**src/rtl/const_enc_pkg.sv**
```systemverilog
// Shared types and widths for the constant encoder (immediate field and beat tags).
// The signed single-beat path is selected by CONST_ENC_SIGNED_EN in the files that import this.
package const_enc_pkg;

   localparam int unsigned IM_W   = 15;
   localparam int unsigned DATA_W = 32;
   localparam int unsigned HI_W   = 2;

   typedef enum logic [1:0] {
      SINGLE = 2'd0,
      HI     = 2'd1,
      MID    = 2'd2,
      LO     = 2'd3
   } tag_t;

   typedef enum logic [1:0] {
      IDLE     = 2'd0,
      EMIT_MID = 2'd1,
      EMIT_LO  = 2'd2
   } state_t;

endpackage

```
**src/rtl/const_fit_check.sv**
```systemverilog
// Combinational classifier: does a 32-bit constant fit one zero- or sign-extended immediate?
// sign_fit is only produced when CONST_ENC_SIGNED_EN is defined; otherwise it is tied low.
module const_fit_check
   import const_enc_pkg::*;
(
   input  logic [DATA_W-1:0] d,
   output logic              zero_fit,
   output logic              sign_fit
);

   assign zero_fit = (d[DATA_W-1:IM_W] == '0);

`ifdef CONST_ENC_SIGNED_EN
   // Upper 18 bits all ones covers -16384..-1 as a sign-extended 15-bit field.
   assign sign_fit = &d[DATA_W-1:IM_W-1];

   logic [IM_W-2:0] unused_low;
   assign unused_low = d[IM_W-2:0];
`else
   assign sign_fit = 1'b0;

   logic [IM_W-1:0] unused_low;
   assign unused_low = d[IM_W-1:0];
`endif

endmodule

```
**src/rtl/const_encoder.sv**
```systemverilog
// Streaming immediate encoder: splits 32-bit constants into SINGLE or HI/MID/LO immediate beats.
// Sign-fit single-beat encoding is enabled by defining CONST_ENC_SIGNED_EN.
module const_encoder
   import const_enc_pkg::*;
(
   input  logic              CLK,
   input  logic              RST_N,
   input  logic              IN_VALID,
   output logic              IN_READY,
   input  logic [DATA_W-1:0] IN_DATA,
   output logic              OUT_VALID,
   input  logic              OUT_READY,
   output logic [IM_W-1:0]   OUT_IM,
   output logic              OUT_CS,
   output logic [1:0]        OUT_TAG,
   output logic              OUT_LAST
);

   localparam int unsigned HOLD_W = DATA_W - HI_W;

   state_t              state_q, state_d;
   logic [HOLD_W-1:0]   hold_q, hold_d;
   logic                valid_q, valid_d;
   logic [IM_W-1:0]     im_q, im_d;
   logic                cs_q, cs_d;
   tag_t                tag_q, tag_d;
   logic                last_q, last_d;

   logic zero_fit;
   logic sign_fit;
   logic in_fire;
   logic out_fire;

   const_fit_check u_fit (
      .d        (IN_DATA),
      .zero_fit (zero_fit),
      .sign_fit (sign_fit)
   );

   assign IN_READY = (state_q == IDLE) && (!valid_q || OUT_READY);
   assign in_fire  = IN_VALID && IN_READY;
   assign out_fire = valid_q && OUT_READY;

   always_comb begin
      state_d = state_q;
      hold_d  = hold_q;
      valid_d = valid_q;
      im_d    = im_q;
      cs_d    = cs_q;
      tag_d   = tag_q;
      last_d  = last_q;

      unique case (state_q)
         IDLE: begin
            // A new constant overwrites the draining beat on the same edge, so no bubble.
            if (in_fire) begin
               valid_d = 1'b1;
               if (zero_fit || sign_fit) begin
                  im_d   = IN_DATA[IM_W-1:0];
                  cs_d   = !zero_fit;
                  tag_d  = SINGLE;
                  last_d = 1'b1;
               end else begin
                  im_d    = {{(IM_W-HI_W){1'b0}}, IN_DATA[DATA_W-1:HOLD_W]};
                  cs_d    = 1'b0;
                  tag_d   = HI;
                  last_d  = 1'b0;
                  hold_d  = IN_DATA[HOLD_W-1:0];
                  state_d = EMIT_MID;
               end
            end else if (out_fire) begin
               valid_d = 1'b0;
            end
         end
         EMIT_MID: begin
            if (out_fire) begin
               im_d    = hold_q[2*IM_W-1:IM_W];
               tag_d   = MID;
               state_d = EMIT_LO;
            end
         end
         EMIT_LO: begin
            if (out_fire) begin
               im_d    = hold_q[IM_W-1:0];
               tag_d   = LO;
               last_d  = 1'b1;
               state_d = IDLE;
            end
         end
         default: begin
            state_d = IDLE;
            valid_d = 1'b0;
         end
      endcase
   end

   always_ff @(posedge CLK or negedge RST_N) begin
      if (!RST_N) begin
         state_q <= IDLE;
         hold_q  <= '0;
         valid_q <= 1'b0;
         im_q    <= '0;
         cs_q    <= 1'b0;
         tag_q   <= SINGLE;
         last_q  <= 1'b0;
      end else begin
         state_q <= state_d;
         hold_q  <= hold_d;
         valid_q <= valid_d;
         im_q    <= im_d;
         cs_q    <= cs_d;
         tag_q   <= tag_d;
         last_q  <= last_d;
      end
   end

   assign OUT_VALID = valid_q;
   assign OUT_IM    = im_q;
   assign OUT_CS    = cs_q;
   assign OUT_TAG   = tag_q;
   assign OUT_LAST  = last_q;

endmodule

```
**config.mk**
```make
export PLATFORM = sky130hd
export DESIGN_NAME = const_encoder
export DESIGN_NICKNAME = d
export VERILOG_FILES = /design/src/rtl/const_enc_pkg.sv /design/src/rtl/const_fit_check.sv /design/src/rtl/const_encoder.sv
export SDC_FILE = /design/constraint.sdc
export NUM_CORES = 1
export LEC_CHECK = 0
export BUFFER_PORTS_ARGS = -buffer_cell sky130_fd_sc_hd__buf_2
export CORE_UTILIZATION = 40
export CTS_CLUSTER_SIZE = 10
export DETAILED_ROUTE_END_ITERATION = 8
export GPL_ROUTABILITY_DRIVEN = 1
export SLEW_MARGIN = 20
export SYNTH_ARGS = -nofsm -noshare
export SYNTH_HDL_FRONTEND = slang
export SYNTH_SLANG_ARGS = --single-unit
```
**constraint.sdc**
```tcl
create_clock -name CLK -period 2.1 [get_ports CLK]
set_input_delay 0.105 -clock CLK [delete_from_list [all_inputs] [get_ports CLK]]
set_output_delay 0.105 -clock CLK [all_outputs]
set_load 0.01 [all_outputs]
```
==> flow_summary.json, run 1 <==
{
  "final.min_clock_period_ns": 1.94,
  "layout-area-overhead-vs-synth_pct": 19.8,
  "finalClockSkew_ns": 0.00808,
  "cts_setup_buffers": 0,
  "timing.critical_path.depth": 6,
  "insertion_delay_ns": 0.31,
  "num_antenna_cells": 0,
  "whs_ns": 0.00830,
  "hold_path_class": "in -> reg",
  "finalWeightedCongestion": 0.798,
  "grt_start_max_net_pins": 27,
  "postSynth.topFlopCell": "sky130_fd_sc_hd__dfrtp_1",
  "drt-total-wl_um": 5600,
  "syn-instance-count": 206,
  "via_count_of_the_first_global_routing_pass": 1860,
  "maxCapViolCount": 0,
  "synth.yosys.warnings": 0,
  "die_area_mm2": 0.00670,
  "ff2ff_setup_slack_ns": 0.16,
  "setup.worst_path.start": "state_q[0]",
  "grt_first_pass_wirelength_um": 9120,
  "max_slew_margin_pct": 60.0,
  "crit_path_cell_trace": "inv_1 > ha_1 > and2_2 > a221o_1 > a31oi_1 > o22ai_1",
  "global_route_usage_sum_pct": 18.4,
  "fp.coreArea_mm2": 0.00603,
  "critical_path_buf_inv_count": 1,
  "grt_antenna_before_repair": 0,
  "outcome": "finished clean",
  "firstDrtPassIters": 4,
  "postSynthNetCount": 247,
  "wire_per_inst_um": 16.5,
  "worstSetupStartpointType": "flip-flop",
  "power.density_cell_area_mw_per_mm2": 1460,
  "place_inst": 331,
  "rows": 28,
  "yosys_register_bits": 51,
  "timing.critical_path.slowest_stage_cell": "sky130_fd_sc_hd__dfrtp_1",
  "worst_slew_pin_slew_ns": 0.600,
  "detail_route.iter0.violations": 47,
  "synth_enable_flop_cells": 0,
  "finalMaxSlewViolations": 0,
  "detailedPlacementHpwl_um": 4090,
  "hold_path_startpoint": "IN_DATA[2]",
  "crit_arrival_ns": 2.14,
  "cts_root_buffer": "sky130_fd_sc_hd__clkbuf_8",
  "cts-buffers-inserted": 5,
  "synth-async-reset-ratio_pct": 100,
  "synth_cell_type_count": 40,
  "post_dp_cell_area_mm2": 0.00293,
  "synth_sequential_area_ratio_pct": 50.0,
  "syn_avg_cell_area_um2": 12.4,
  "viasPerCell": 5.54,
  "port_buffers": 55,
  "critical_path_peak_fanout": 15,
  "fin_setup_tns_ns": 0,
  "clock.fmax_mhz": 516,
  "die_height_um": 81.8,
  "setup_repair_after_global_routing_missed_its_margin": "false",
  "fillCellCount": 567,
  "endpoint_of_the_most_critical_register_to_register_path": "OUT_IM[0]",
  "criticalPathCategory": "reg -> reg",
  "drc": 0,
  "worstSetupEndpointType": "flip-flop",
  "netlist_area_mm2": 0.00255,
  "instances_no_fill": 340,
  "reg2reg_depth": 6,
  "final_design_area_no_fill_mm2": 0.00305,
  "p_leak_uw": 0.00148,
  "overflow": 0,
  "finalSetupViolations": 0,
  "worst_setup_path_endpoint": "OUT_IM[0]",
  "ctsHtreeMaxLevel": 2,
  "finalHoldViolations": 0,
  "post_route_cells_drive_above_1_share_pct": 35.8,
  "period_share_pct": 92.3,
  "clkSlewWorstSetupHoldPaths_ns": 0.10,
  "design.portCount": 57,
  "cp_slowest_stage_delay_ns": 0.44,
  "cp_data_required_time_ns": 2.30,
  "floorplan.die.width_um": 81.8,
  "initial_core_util_pct": 42.3,
  "layout.nets": 305,
  "clock_tree_from_tritoncts": "yes",
  "timing.critical_path.max_delay_family": "compound AO/OA/AOI/OAI gates",
  "detailroute.via_count": 1883,
  "ir_worst_vdd_mv": 0.644,
  "crit-reg2reg-launch": "state_q[0]",
  "max-clock-path-buffers": 2,
  "clock-sinks": 51,
  "drt.antenna.violating_nets": 0
}
metrics by stage:
stage	util [%]	setup WS, ns	total power (uW)
floorplan	-	0.164	3150
global placement	48.5	0.201	3710
detailed placement	48.5	0.0879	3760
CTS	50.6	0.0760	4490
global route	50.7	0.0592	4770
finish	50.7	0.163	4440
synth_stat cells, types with 2 or more instances:
library cell                n  area (um^2)
sky130_fd_sc_hd__clkbuf_1   6         22.5
sky130_fd_sc_hd__and3_1     2         12.5
sky130_fd_sc_hd__nand2_1    3         11.3
sky130_fd_sc_hd__a31oi_1    2         12.5
sky130_fd_sc_hd__inv_1     18         67.6
sky130_fd_sc_hd__o41ai_1   13          114
sky130_fd_sc_hd__a22oi_1   15          113
sky130_fd_sc_hd__nor2_1     2         7.51
sky130_fd_sc_hd__nand3_1    2         10.0
sky130_fd_sc_hd__buf_6      3         33.8
sky130_fd_sc_hd__dfrtp_1   51         1280
sky130_fd_sc_hd__a221o_1    2         20.0
sky130_fd_sc_hd__nor4_2     3         37.5
sky130_fd_sc_hd__a22o_1     9         78.8
sky130_fd_sc_hd__mux2_2     9          101
sky130_fd_sc_hd__a21oi_1    2         10.0
sky130_fd_sc_hd__and2_1     4         25.0
sky130_fd_sc_hd__o22ai_1    2         12.5
sky130_fd_sc_hd__buf_2      3         15.0
sky130_fd_sc_hd__buf_4      3         22.5
sky130_fd_sc_hd__ha_1       5         62.6
sky130_fd_sc_hd__mux2_1    29          327
cells by family (layout without fill, tap and decap cells):
family | after synthesis | in the layout | share of synthesized area, %
AOI/OAI and AO/OA | 55 | 55 | 17.8
DFF | 51 | 51 | 50.0
muxes | 38 | 38 | 16.8
buffers and inverters | 33 | 92 | 6.33
and+or+nand+nor | 23 | 23 | 6.48
adders and majority gates | 5 | 5 | 2.45
other | 1 | 1 | 0.147
cell usage in the layout, fill, tap and decap left out, drive strengths merged:
master       count
a211oi           1
a21bo            1
a21boi           1
a21oi            2
a221o            2
a22o             9
a22oi           15
a2bb2oi          1
a311oi           1
a31oi            2
a41oi            1
and2             4
and3             2
buf             65
bufinv           1
clkbuf           5
clkinv           1
conb             1
dfrtp           51
dlygate4sd3      1
ha               5
inv             19
mux2            38
nand2            4
nand2b           2
nand3            3
nand4b           1
nor2             2
nor3             2
nor4             3
o21ai            2
o22a             1
o22ai            2
o31a             1
o41ai           13
per-layer routing:
layer	wire [um]	vias up	GRT usage (%)
met5	0	-	0
met1	2640	935	25.0
met2	2580	49	28.5
li1	-	889	-
met4	108	0	6.67
met3	269	10	4.11
state kept, by name, summed over array words and instances, names as in the netlist:
name,count
OUT_TAG,2
state_q,2
OUT_VALID,1
OUT_LAST,1
OUT_IM,15
hold_q,30
report_power, final:
part / internal (uW) / switching (uW) / total [uW]
Clock: 362 / 359 / 720
Combinational: 1010 / 1010 / 2030
Sequential: 1440 / 259 / 1700
timing repair:
action,CTS,global route
gates resized for setup,0,2
hold buffers,1,0
endpoints found under the setup margin,0,13
hold endpoints to repair,25,0
layout make-up:
cell class	instances	area [um^2]	area share [%]
sequential	51	1280	41.8
clock buffer	5	68.8	2.25
tap	75	93.8	3.07
multi-input combinational	122	1110	36.5
clock inverter	3	47.5	1.56
inverter	18	67.6	2.21
timing repair buffer	66	385	12.6
how the worst min path moves through the flow:
stage,to,depth (start not counted)
after floorplan,OUT_IM[0],0
after global placement,OUT_IM[5],1
after detailed placement,OUT_IM[5],1
after CTS,hold_q[2],2
after global routing,hold_q[13],2
final,hold_q[2],2
Note: power is estimated with default switching activity, not from simulation.
==> inputs of run 2 (changes only) <==
--- a/config.mk
+++ b/config.mk
@@ -6,10 +6,13 @@
 export NUM_CORES = 1
 export LEC_CHECK = 0
 export BUFFER_PORTS_ARGS = -buffer_cell sky130_fd_sc_hd__buf_2
+export CELL_PAD_IN_SITES_DETAIL_PLACEMENT = 1
+export CELL_PAD_IN_SITES_GLOBAL_PLACEMENT = 1
 export CORE_UTILIZATION = 40
 export CTS_CLUSTER_SIZE = 10
 export DETAILED_ROUTE_END_ITERATION = 8
 export GPL_ROUTABILITY_DRIVEN = 1
+export PLACE_DENSITY_LB_ADDON = 0.1
 export SLEW_MARGIN = 20
 export SYNTH_ARGS = -nofsm -noshare
 export SYNTH_HDL_FRONTEND = slang
==> flow_summary.json, run 2 (synthesis gave the netlist of run 1 again) <==
{
  "outcome": "finished clean",
  "grt_antenna_before_repair": 0,
  "place_inst": 333,
  "layout_commonest_cell": "sky130_fd_sc_hd__buf_2",
  "detailroute.via_count": 1905,
  "layout-area-overhead-vs-synth_pct": 19.4,
  "finalHoldViolations": 0,
  "cellInternalPower_uw": 2780,
  "p_leak_uw": 0.00147,
  "setup_repair_after_global_routing_missed_its_margin": "false",
  "criticalPathCategory": "reg -> reg",
  "crit_arrival_ns": 2.11,
  "share_seq_of_total_power_pct": 38.6,
  "cts_root_buffer": "sky130_fd_sc_hd__clkbuf_8",
  "detailedPlacementHpwl_um": 4430,
  "ir_worst_vdd_mv": 0.600,
  "crit-reg2reg-launch": "state_q[0]",
  "grt_first_pass_wirelength_um": 10200,
  "layout.nets": 307,
  "power.share.clock_pct": 14.1,
  "power.switching_fraction_pct": 37.1,
  "clock.fmax_mhz": 521,
  "viasPerCell": 5.57,
  "cp_data_required_time_ns": 2.29,
  "whs_ns": 0.0195,
  "fp.coreArea_mm2": 0.00603,
  "critical_path_peak_fanout": 9,
  "finalSetupViolations": 0,
  "worstSetupEndpointType": "flip-flop",
  "power.density_cell_area_mw_per_mm2": 1460,
  "drc": 0,
  "finalMaxSlewViolations": 0,
  "crit_path_cell_trace": "inv_1 > ha_1 > a21boi_2 > nor3_4 > buf_4 > mux2_2",
  "period_share_pct": 91.4,
  "firstDrtPassIters": 4,
  "num_antenna_cells": 0,
  "flip_flop_count_of_the_largest_register_all_copies_and_words_added": 30,
  "clkSlewWorstSetupHoldPaths_ns": 0.10,
  "ctsHtreeMaxLevel": 2,
  "max_slew_margin_pct": 56.6,
  "timing.critical_path.slowest_stage_cell": "sky130_fd_sc_hd__dfrtp_1",
  "instances_no_fill": 342,
  "finalWeightedCongestion": 0.707,
  "drt.antenna.violating_nets": 0,
  "die_height_um": 81.8,
  "drt-total-wl_um": 6070,
  "fin_setup_tns_ns": 0,
  "floorplan.die.width_um": 81.8,
  "finalClockSkew_ns": 0.0106,
  "initial_core_util_pct": 42.3,
  "worst_slew_pin_slew_ns": 0.650,
  "design.portCount": 57,
  "via_count_of_the_first_global_routing_pass": 2007,
  "hold_path_startpoint": "IN_DATA[13]",
  "die_area_mm2": 0.00670,
  "maxCapViolCount": 0,
  "layout.cells.most_common_list": "55 x sky130_fd_sc_hd__buf_2, 51 x sky130_fd_sc_hd__dfrtp_1, 29 x sky130_fd_sc_hd__mux2_1",
  "top_register_by_number_of_flip_flops": "hold_q",
  "report.power.total_uw": 4430,
  "rows": 28,
  "total_switching_power_uw": 1650,
  "port_buffers": 55,
  "whs_path_depth": 2,
  "setup.worst_path.start": "state_q[0]",
  "post_route_cells_drive_above_1_share_pct": 36.3,
  "global_route_usage_sum_pct": 20.3,
  "cp_slowest_stage_delay_ns": 0.42,
  "wire_per_inst_um": 17.7,
  "final.min_clock_period_ns": 1.92,
  "cts-buffers-inserted": 5,
  "reg2reg_depth": 6,
  "insertion_delay_ns": 0.31,
  "p_comb_share_pct": 47.2,
  "clock_tree_from_tritoncts": "yes",
  "worstSetupStartpointType": "flip-flop",
  "max-clock-path-buffers": 2,
  "detail_route.iter0.violations": 55,
  "grt_start_max_net_pins": 29,
  "overflow": 0,
  "hold_path_class": "in -> reg",
  "clock-sinks": 51
}
[run 2: power groups by stage]
stage                     clock network (uW)  registers, uW  logic [uW]
after floorplan                            0           1720        1420
after global placement                     0           1720        2060
after detailed placement                   0           1730        2110
after CTS                                656           1710        2120
after global routing                     692           1770        2320
final                                    626           1710        2090
[run 2: worst paths after layout]
path | end | slack, ns
max | OUT_IM[7] | 0.18
min | hold_q[13] | 0.02
max reg2reg | OUT_IM[7] | 0.18
min reg2reg | OUT_TAG[1] | 0.49
max in group asynchronous | hold_q[29] | 1.09
min in group asynchronous | OUT_TAG[1] | 0.37
[run 2: timing repair]
item / in CTS / in global routing
setup endpoints to repair: 0 / 13
gates resized for setup: 0 / 2
hold buffers: 1 / 0
setup buffers: 0 / 0
hold endpoints to repair: 26 / 0
[run 2: layer usage]
layer,share of wire (%),track usage [%],wire (um),vias up
met5,0,0,0,-
met4,1.0,5.26,61,0
met3,4.5,3.44,273,6
met2,46,32.4,2820,50
met1,48,28.5,2910,963
li1,-,-,-,886
[run 2: final cells by class]
class                           instances  area [um^2]
Clock buffer                            7         96.3
Clock inverter                          1         7.51
Fill cell                             661         2980
Inverter                               18         67.6
Multi-Input combinational cell        122         1110
Sequential cell                        51         1280
Tap cell                               75         93.8
Timing Repair Buffer                   68          388
[run 2: worst max-delay path, delay by kind of cell (launching register included)]
kind	cells	cell delay, ns
simple gates	1	0.23
flops	1	0.42
mux	1	0.33
buf+inv	2	0.27
compound gates	1	0.23
fa+ha+maj	1	0.31
[run 2: per-stage QoR]
step           utilization [%]  instance area, um^2  setup WS (ns)
2_1_floorplan                -                 2550          0.164
3_3_place_gp              48.6                 2930          0.159
3_5_place_dp              48.6                 2930         0.0947
4_1_cts                   50.5                 3040         0.0707
5_1_grt                   50.5                 3040         0.0536
6_report                  50.5                 3040          0.180
==> inputs of run 3 (changes only) <==
==> constraint.sdc (replaced) <==
create_clock -name CLK -period 2 [get_ports CLK]
set_input_delay 0.1 -clock CLK [delete_from_list [all_inputs] [get_ports CLK]]
set_output_delay 0.1 -clock CLK [all_outputs]
set_load 0.01 [all_outputs]
==> flow_summary.json, run 3 (synthesis gave the netlist of run 1 again) <==
{
  "fp.coreArea_mm2": 0.00603,
  "die_height_um": 81.8,
  "worstSetupEndpointType": "flip-flop",
  "ff2ff_setup_slack_ns": 0.05,
  "p_leak_uw": 0.00153,
  "clkSlewWorstSetupHoldPaths_ns": 0.09,
  "floorplan.die.width_um": 81.8,
  "final.min_clock_period_ns": 1.95,
  "flip_flop_count_of_the_largest_register_all_copies_and_words_added": 30,
  "whs_path_depth": 2,
  "final-seq-area_mm2": 0.00128,
  "finalSetupViolations": 0,
  "ir_worst_vdd_mv": 0.724,
  "ctsHtreeMaxLevel": 2,
  "finalWeightedCongestion": 0.725,
  "detailedPlacementHpwl_um": 4530,
  "top_register_by_number_of_flip_flops": "hold_q",
  "initial_core_util_pct": 42.3,
  "clock.fmax_mhz": 514,
  "fillCellCount": 656,
  "endpoint_of_the_most_critical_register_to_register_path": "OUT_IM[7]",
  "cts_root_buffer": "sky130_fd_sc_hd__clkbuf_8",
  "clock-sinks": 51,
  "max-clock-path-buffers": 2,
  "firstDrtPassIters": 4,
  "die_area_mm2": 0.00670,
  "viasPerCell": 5.55,
  "clock_tree_from_tritoncts": "yes",
  "global_route_usage_sum_pct": 20.6,
  "hold_path_class": "in -> reg",
  "layout.nets": 315,
  "crit-reg2reg-launch": "state_q[0]",
  "worstSetupStartpointType": "flip-flop",
  "critical_path_peak_fanout": 6,
  "finalMaxSlewViolations": 0,
  "layout_commonest_cell": "sky130_fd_sc_hd__buf_2",
  "reg2reg_depth": 8,
  "insertion_delay_ns": 0.31,
  "finalClockSkew_ns": 0.00396,
  "max_slew_margin_pct": 64.2,
  "whs_ns": 0.0126,
  "criticalPathCategory": "reg -> reg",
  "layout-area-overhead-vs-synth_pct": 25.0,
  "holdPathEnd": "hold_q[25]",
  "hold_path_startpoint": "IN_DATA[25]",
  "layout.cells.most_common_list": "55 x sky130_fd_sc_hd__buf_2, 50 x sky130_fd_sc_hd__dfrtp_1, 29 x sky130_fd_sc_hd__mux2_1",
  "maxCapViolCount": 0,
  "finalHoldViolations": 0,
  "crit_arrival_ns": 2.14,
  "detailroute.via_count": 1942,
  "outcome": "finished clean",
  "detail_route.iter0.violations": 63,
  "overflow": 0,
  "wire_per_inst_um": 18.3,
  "grt_first_pass_wirelength_um": 10200,
  "fin_setup_tns_ns": 0,
  "design.portCount": 57,
  "grt_antenna_before_repair": 0,
  "period_share_pct": 97.3,
  "post_route_cells_drive_above_1_share_pct": 39.3,
  "multi_input_comb_area_mm2": 0.00115,
  "grt_start_max_net_pins": 31,
  "cp_data_required_time_ns": 2.20,
  "cts-buffers-inserted": 5,
  "post-place-ws_ns": 0.00406,
  "drt.antenna.violating_nets": 0,
  "final_critical_path_setup_slack_ns": 0.0546,
  "port_buffers": 55,
  "rows": 28,
  "drc": 0,
  "via_count_of_the_first_global_routing_pass": 1982,
  "num_antenna_cells": 0,
  "power.density_cell_area_mw_per_mm2": 1580,
  "worst_slew_pin_slew_ns": 0.537,
  "drt-total-wl_um": 6390
}
==> run 3: metal layers <==
layer	track usage (%)	share of wire (%)
met3	4.11	4.7
met4	5.79	1.1
met5	0	0
met2	32.7	48
met1	28.4	47
==> run 3: metrics by stage <==
stage               util (%)  instances  total power (uW)  instance area, um^2
CTS                     51.3        345              4790                 3090
finish                  52.9        350              5030                 3190
global placement        49.3        335              4030                 2970
floorplan                  -        206              3300                 2550
global route            52.9        350              5400                 3190
detailed placement      49.3        335              4100                 2970
==> run 3: worst max-delay path by stage <==
stage / endpoint / cells after the start / startpoint
after global placement: OUT_IM[11] / 6 / state_q[0]
final: OUT_IM[7] / 8 / state_q[0]
after global routing: OUT_IM[7] / 8 / state_q[0]
after floorplan: OUT_TAG[0] / 7 / state_q[0]
after CTS: OUT_IM[7] / 7 / state_q[0]
after detailed placement: OUT_IM[0] / 6 / state_q[0]
==> run 3: worst max-delay path, cell delays in order, from the launching register on <==
cell and delay (ns):
sky130_fd_sc_hd__dfrtp_1 0.42, sky130_fd_sc_hd__inv_2 0.07, sky130_fd_sc_hd__ha_4 0.18, sky130_fd_sc_hd__buf_4 0.15
sky130_fd_sc_hd__a2bb2oi_4 0.16, sky130_fd_sc_hd__nor3_4 0.26, sky130_fd_sc_hd__buf_12 0.14, sky130_fd_sc_hd__buf_12 0.11
sky130_fd_sc_hd__mux2_2 0.34
==> run 3: cell type report <==
type                            count  share of cell area [%]
Clock buffer                        7                    3.02
Clock inverter                      1                   0.235
Inverter                           18                    2.12
Multi-Input combinational cell    122                    36.1
Sequential cell                    51                    40.1
Tap cell                           75                    2.94
Timing Repair Buffer               76                    15.5
==> run 3: report_power, final <==
group / switching, uW / total [uW] / leakage, uW / internal [uW]
Clock: 355 / 671 / 0.0000505 / 316
Sequential: 290 / 1800 / 0.000632 / 1510
Combinational: 1210 / 2550 / 0.000843 / 1350
==> run 3: what timing repair did <==
| item | in CTS | in global routing |
|---|---|---|
| buffers inserted | 0 | 6 |
| gates resized for setup | 1 | 10 |
| endpoints found under the hold margin | 22 | 0 |
| pin swaps | 0 | 2 |
| setup endpoints to repair | 2 | 18 |
| gates cloned | 0 | 0 |
| hold buffers | 2 | 0 |
